File: src/rtl/idli_pkg.sv
// Shared types and constants for the idli core fetch path and its SQI memory bus.
package idli_pkg;

    localparam int unsigned SQI_W            = 4;
    localparam int unsigned PC_W             = 16;
    localparam int unsigned CNT_W            = 3;
    localparam int unsigned NIB_W            = 2;
    localparam int unsigned SQI_CMD_CYCLES   = 2;
    localparam int unsigned SQI_ADDR_CYCLES  = 6;
    localparam int unsigned SQI_DUMMY_CYCLES = 2;

    localparam logic [7:0]      SQI_CMD_READ   = 8'h03;
    localparam logic [PC_W-1:0] FETCH_RESET_PC = 16'h0000;

    typedef logic [SQI_W-1:0] sqi_data_t;

    typedef enum logic [2:0] {
        FCH_CS_HIGH,
        FCH_CMD,
        FCH_ADDR,
        FCH_DUMMY,
        FCH_DATA
    } fetch_state_t;

    // Nibble of the {command, byte address} header for a given state and cycle.
    function automatic sqi_data_t sqi_hdr_nibble(input fetch_state_t st,
                                                 input logic [CNT_W-1:0] cnt,
                                                 input logic [PC_W-1:0] pc);
        logic [31:0] hdr;
        int unsigned idx;
        hdr = {SQI_CMD_READ, 7'b0, pc, 1'b0};
        idx = (st == FCH_ADDR) ? 32'(cnt) + SQI_CMD_CYCLES : 32'(cnt);
        return sqi_data_t'(hdr >> (28 - 4 * idx));
    endfunction

endpackage

File: src/rtl/idli_fetch_m.sv
// Instruction fetch: issues SQI reads at the current PC and streams instruction
// nibbles to decode, restarting on redirect, reset or PC wrap.
module idli_fetch_m
    import idli_pkg::*;
(
    input  logic            i_fch_gck,
    input  logic            i_fch_rst,
    input  logic            i_fch_redirect,
    input  logic [PC_W-1:0] i_fch_redirect_pc,
    output logic            o_fch_sqi_cs_n,
    output sqi_data_t       o_fch_sqi_sio,
    output logic            o_fch_sqi_oe,
    input  sqi_data_t       i_fch_sqi_sio,
    output sqi_data_t       o_fch_enc,
    output logic            o_fch_enc_vld,
    output logic [PC_W-1:0] o_fch_pc,
    output logic            o_fch_flush
);

    fetch_state_t     state, nxt_state;
    logic [CNT_W-1:0] cnt, nxt_cnt;
    logic [NIB_W-1:0] nib, nxt_nib;
    logic [PC_W-1:0]  nxt_pc;
    logic             nxt_cs_n, nxt_oe, nxt_vld, nxt_flush;
    sqi_data_t        nxt_sio;

    // Memory data is forwarded to decode without a register stage.
    assign o_fch_enc = i_fch_sqi_sio;

    // Next state, counters, PC and the bus/stream outputs for the next cycle.
    always_comb begin
        nxt_state = state;
        nxt_nib   = nib;
        nxt_pc    = o_fch_pc;
        nxt_cnt   = cnt + 3'd1;

        case (state)
            FCH_CS_HIGH: nxt_state = FCH_CMD;
            FCH_CMD:     if (cnt == CNT_W'(SQI_CMD_CYCLES - 1))   nxt_state = FCH_ADDR;
            FCH_ADDR:    if (cnt == CNT_W'(SQI_ADDR_CYCLES - 1))  nxt_state = FCH_DUMMY;
            FCH_DUMMY:   if (cnt == CNT_W'(SQI_DUMMY_CYCLES - 1)) nxt_state = FCH_DATA;
            FCH_DATA: begin
                nxt_nib = nib + 2'd1;
                if (nib == 2'd3) begin
                    nxt_pc = o_fch_pc + 16'd1;
                    // Sequential read cannot cross the top of memory; re-issue at 0.
                    if (o_fch_pc == 16'hFFFF) nxt_state = FCH_CS_HIGH;
                end
            end
            default:     nxt_state = FCH_CS_HIGH;
        endcase

        // Redirect overrides everything, including a same-cycle PC increment.
        if (i_fch_redirect) begin
            nxt_state = FCH_CS_HIGH;
            nxt_pc    = i_fch_redirect_pc;
            nxt_nib   = 2'd0;
        end

        if (i_fch_redirect || (nxt_state != state)) nxt_cnt = 3'd0;

        nxt_cs_n  = (nxt_state == FCH_CS_HIGH);
        nxt_oe    = (nxt_state == FCH_CMD) || (nxt_state == FCH_ADDR);
        nxt_sio   = nxt_oe ? sqi_hdr_nibble(nxt_state, nxt_cnt, nxt_pc) : 4'h0;
        nxt_vld   = (nxt_state == FCH_DATA);
        nxt_flush = i_fch_redirect;
    end

    // State and registered outputs; reset wins over redirect.
    always_ff @(posedge i_fch_gck) begin
        if (i_fch_rst) begin
            state          <= FCH_CS_HIGH;
            cnt            <= 3'd0;
            nib            <= 2'd0;
            o_fch_pc       <= FETCH_RESET_PC;
            o_fch_sqi_cs_n <= 1'b1;
            o_fch_sqi_oe   <= 1'b0;
            o_fch_sqi_sio  <= 4'h0;
            o_fch_enc_vld  <= 1'b0;
            o_fch_flush    <= 1'b0;
        end else begin
            state          <= nxt_state;
            cnt            <= nxt_cnt;
            nib            <= nxt_nib;
            o_fch_pc       <= nxt_pc;
            o_fch_sqi_cs_n <= nxt_cs_n;
            o_fch_sqi_oe   <= nxt_oe;
            o_fch_sqi_sio  <= nxt_sio;
            o_fch_enc_vld  <= nxt_vld;
            o_fch_flush    <= nxt_flush;
        end
    end

endmodule

File: config.mk
export PLATFORM = sky130hd
export DESIGN_NAME = idli_fetch_m
export DESIGN_NICKNAME = d
export VERILOG_FILES = /design/src/rtl/idli_pkg.sv /design/src/rtl/idli_fetch_m.sv
export SDC_FILE = /design/constraint.sdc
export NUM_CORES = 1
export LEC_CHECK = 0
export BUFFER_PORTS_ARGS = -buffer_cell sky130_fd_sc_hd__clkbuf_2
export CAP_MARGIN = 0
export CORE_UTILIZATION = 35
export CTS_BUF_LIST = sky130_fd_sc_hd__clkbuf_16
export CTS_CLUSTER_DIAMETER = 120
export CTS_CLUSTER_SIZE = 14
export DETAILED_ROUTE_END_ITERATION = 10
export GPL_ROUTABILITY_DRIVEN = 0
export PLACE_DENSITY_LB_ADDON = 0.25
export REMOVE_ABC_BUFFERS = 1
export SKIP_CTS_REPAIR_TIMING = 1
export SKIP_LAST_GASP = 1
export SLEW_MARGIN = 20
export SYNTH_ARGS = -nofsm -noshare
export SYNTH_HDL_FRONTEND = slang
export SYNTH_SLANG_ARGS = --single-unit
export TNS_END_PERCENT = 30
File: constraint.sdc
create_clock -name i_fch_gck -period 7.05 [get_ports i_fch_gck]
set_input_delay 1.41 -clock i_fch_gck [delete_from_list [all_inputs] [get_ports i_fch_gck]]
set_output_delay 1.41 -clock i_fch_gck [all_outputs]
set_load 0.005 [all_outputs]
==> summary.txt <==
Timing
  – Final WS setup: around 3300 ps
  – Final Critical Period: between 3000 and 4000 ps
  – Fin. Hold Viols: 0
  – Sum Neg Setup Slack: 0 ps
  – # setup viols final: 0
  – Worst slew pin tran: ~770 ps
  – Clk_skew: 7.42 ps
  – RSZ-0062 raised after global routing: no
  – Rel. slew slack: 48.5%
  – Final period util: 53.7%
  – Fmax: roughly 0.26 GHz
  – Fin. max-slew vios: 0

Run status
  – Run status: completed

Clocking
  – CTS Buf Count: 5
  – TritonCTS clock tree: built
  – H-tree levels: 2
  – Clock-pin slew on the worst setup and hold paths: 50 ps
  – Clk Latency, worst-skew pair: 270 ps
  – Root Buffer: clkbuf_16
  – Clk buf depth: 2
  – CTS Sinks: 32

Setup path
  – Req. time, crit path: 7200 ps
  – CP Max Fanout: 36
  – Crit-path cells: clkbuf_2 > a21oi_1 > o31ai_1 > nor3_2 > nor2b_1 > ha_1 > inv_1 > o311ai_0 > o211ai_1 > a22oi_1 > o32ai_1
  – WS Path Type: primary input to flip-flop
  – CP endpoint kind: flip-flop
  – R2R Setup Slk: 3990 ps
  – Arr. time, crit path: 3930 ps
  – Reg2reg start: o_fch_pc[0]
  – FF-to-FF End: o_fch_sqi_sio[0]
  – CP max stage delay: approximately 430 ps
  – Setup crit start kind: primary input
  – Critical-path top delay cell: clkbuf_2
  – Worst r2r path cells: 11

Placed design
  – Inst Count DP: between 300 and 400
  – Hpwl dp: around 3.4 mm
  – PortBufs: 42
  – Cell Area, Placed: 2110 um^2
  – Pre-CTS setup slack: approximately 3000 ps

Logic synthesis
  – Syn avg cell area: 8.84 um^2
  – Most used DFF post-synth: dfxtp_1
  – Synth warn: 0
  – #FFs+latches synth: 32
  – Dominant cells by area after synthesis: dfxtp_1 (34%), mux2i_1 (6.9%), nor2_1 (5.4%)
  – Post-synthesis cell area: 1880 um^2
  – Register area share after synthesis: 34.0%
  – Yosys top cell area share: 34.0%
  – Async S/R FF share, synth: 0%
  – Post-synth EDFFs: 0
  – Leading area contributor after synthesis: dfxtp_1
  – Cell count after synthesis: around 210
  – Library cells used by synthesis: 54

Routing
  – Post-DRT Antenna Nets: 0
  – Drt pass-1 iters: 4
  – Vias: between 1.5k and 2k
  – Post-DR vias/cell: 5.09
  – Final wirelength: ~4.5 mm
  – Wire per inst: ~14 um
  – Initial DRC count: 70
  – Drt drc: 0

Global route
  – First-pass GRT wire length: roughly 7.0 mm
  – Largest net degree at the start of global routing: 37
  – Gr usage total: ~17%
  – Vias in the first global route: roughly 1.5k
  – Number of antenna violations at the first check in global routing: 0
  – Grt ovf: 0

Power
  – Sw frac: about a quarter
  – PD cells: roughly 200 nW/um^2
  – Net Sw Power: about 100 uW
  – Clk pwr share: between 40 and 50%
  – Sequential share of power: around 45%
  – Comb power frac: 10.2%
  – VDD IR-drop max: about 0.00011 V
  – Leak pwr: approximately 0.00094 uW
  – Int Power: about 340 uW

Run
  – MaxCap Viol Count: 0

Cells and area
  – Share of layout cells above drive strength 1: between 20% and 30%
  – Area growth, synth to finish: 19.3%
  – Commonest non-fill, non-tap cell in the layout: clkbuf_2
  – Layout Cells excl Fill: approximately 320
  – Diode count: 0
  – Commonest non-fill, non-tap cells in the layout: clkbuf_2 (42), dfxtp_1 (32), nor2_1 (27), mux2i_1 (13)
  – Layout net count: approximately 280
  – Final Cell Area: about 2200 um^2

Floorplanning
  – CORE AREA: just over 5000 um^2
  – Io pins: 51
  – Die area: 5680 um^2
  – Die W: ~75 um
  – Die Span Y: about 75 um
  – Rows: 26
  – Initial Utilization: between 30% and 40%

Min path
  – Worst hold endpoint: nib[1]
  – Min-Delay Path Depth: 2
  – Min-delay worst type: flip-flop to flip-flop
  – Hold Startpoint: nib[1]
[worst max path at each step]
stage / endpoint / from / cells past startpoint
2_1_floorplan: o_fch_sqi_sio[0] / i_fch_redirect / 10
4_1_cts: o_fch_sqi_sio[0] / i_fch_redirect / 11
3_3_place_gp: o_fch_sqi_sio[0] / i_fch_redirect / 11
3_5_place_dp: o_fch_sqi_sio[0] / i_fch_redirect / 11
6_report: o_fch_sqi_sio[0] / i_fch_redirect / 11
5_1_grt: o_fch_sqi_sio[0] / i_fch_redirect / 11
[cells in the mapped netlist, types with 6 or more instances]
| library cell | number |
|---|---|
| nand2_1 | 10 |
| xnor2_1 | 9 |
| mux2i_1 | 13 |
| xor2_1 | 8 |
| nor3_1 | 6 |
| inv_1 | 6 |
| a21oi_1 | 8 |
| nand4_1 | 6 |
| nor2b_1 | 10 |
| clkbuf_1 | 6 |
| nor2_1 | 27 |
| dfxtp_1 | 32 |
[flip-flops by register name (all words and copies together), names as in the netlist]
| name | count |
|---|---|
| o_fch_sqi_oe | 1 |
| cnt | 3 |
| state | 3 |
| o_fch_enc_vld | 1 |
| o_fch_sqi_cs_n | 1 |
| o_fch_sqi_sio | 4 |
| nib | 2 |
| o_fch_pc | 16 |
| o_fch_flush | 1 |
[kinds of logic (layout without fill, tap and decap cells)]
kind of cell | Yosys count | in the layout | synth area share [%]
adders and majority gates | 5 | 5 | 3.32
muxes | 17 | 17 | 9.90
and+or+nand+nor | 85 | 85 | 24.7
DFF | 32 | 32 | 34.0
buffers and inverters | 20 | 56 | 4.98
AOI/OAI and AO/OA | 37 | 37 | 15.2
xor gates and xnor gates | 17 | 17 | 7.91
[layout make-up]
cell class                 count  area (um^2)
clock buffer                   5          125
clock inverter                 3         11.3
fill                         538         2890
inverter                       6         22.5
multi-input combinational    161         1150
sequential                    32          641
tap                           70         87.6
timing repair buffer          42          210
[per-stage QoR]
stage               utilization (%)  power [uW]  hold slack, ps
floorplan                         -         222             504
global placement               41.0         246             523
detailed placement             41.0         246             536
CTS                            43.7         448             547
global route                   43.7         462             572
finish                         43.7         440             535
[worst max-delay path: cells and delay by family]
kind | cells | cell delay (ps)
AOI/OAI and AO/OA | 6 | 1200
buffers and inverters | 2 | 470
and+or+nand+nor | 2 | 640
adders and majority gates | 1 | 190
[power groups by stage]
stage	registers [uW]	logic [uW]	clock network [uW]
detailed placement	201	45.1	0
global placement	200	45.2	0
global route	198	50.7	214
CTS	197	45.3	206
finish	197	44.9	198
floorplan	199	22.4	0
[layer usage]
metal  vias to the layer above  global-route usage (%)  routed length, um
met3                         6                    4.50                257
li1                        826                       -                  -
met5                         -                       0                  0
met4                         0                    6.17                 73
met1                       745                    23.9               2200
met2                        46                    24.8               1970
Note: power is estimated with default switching activity, not from simulation.
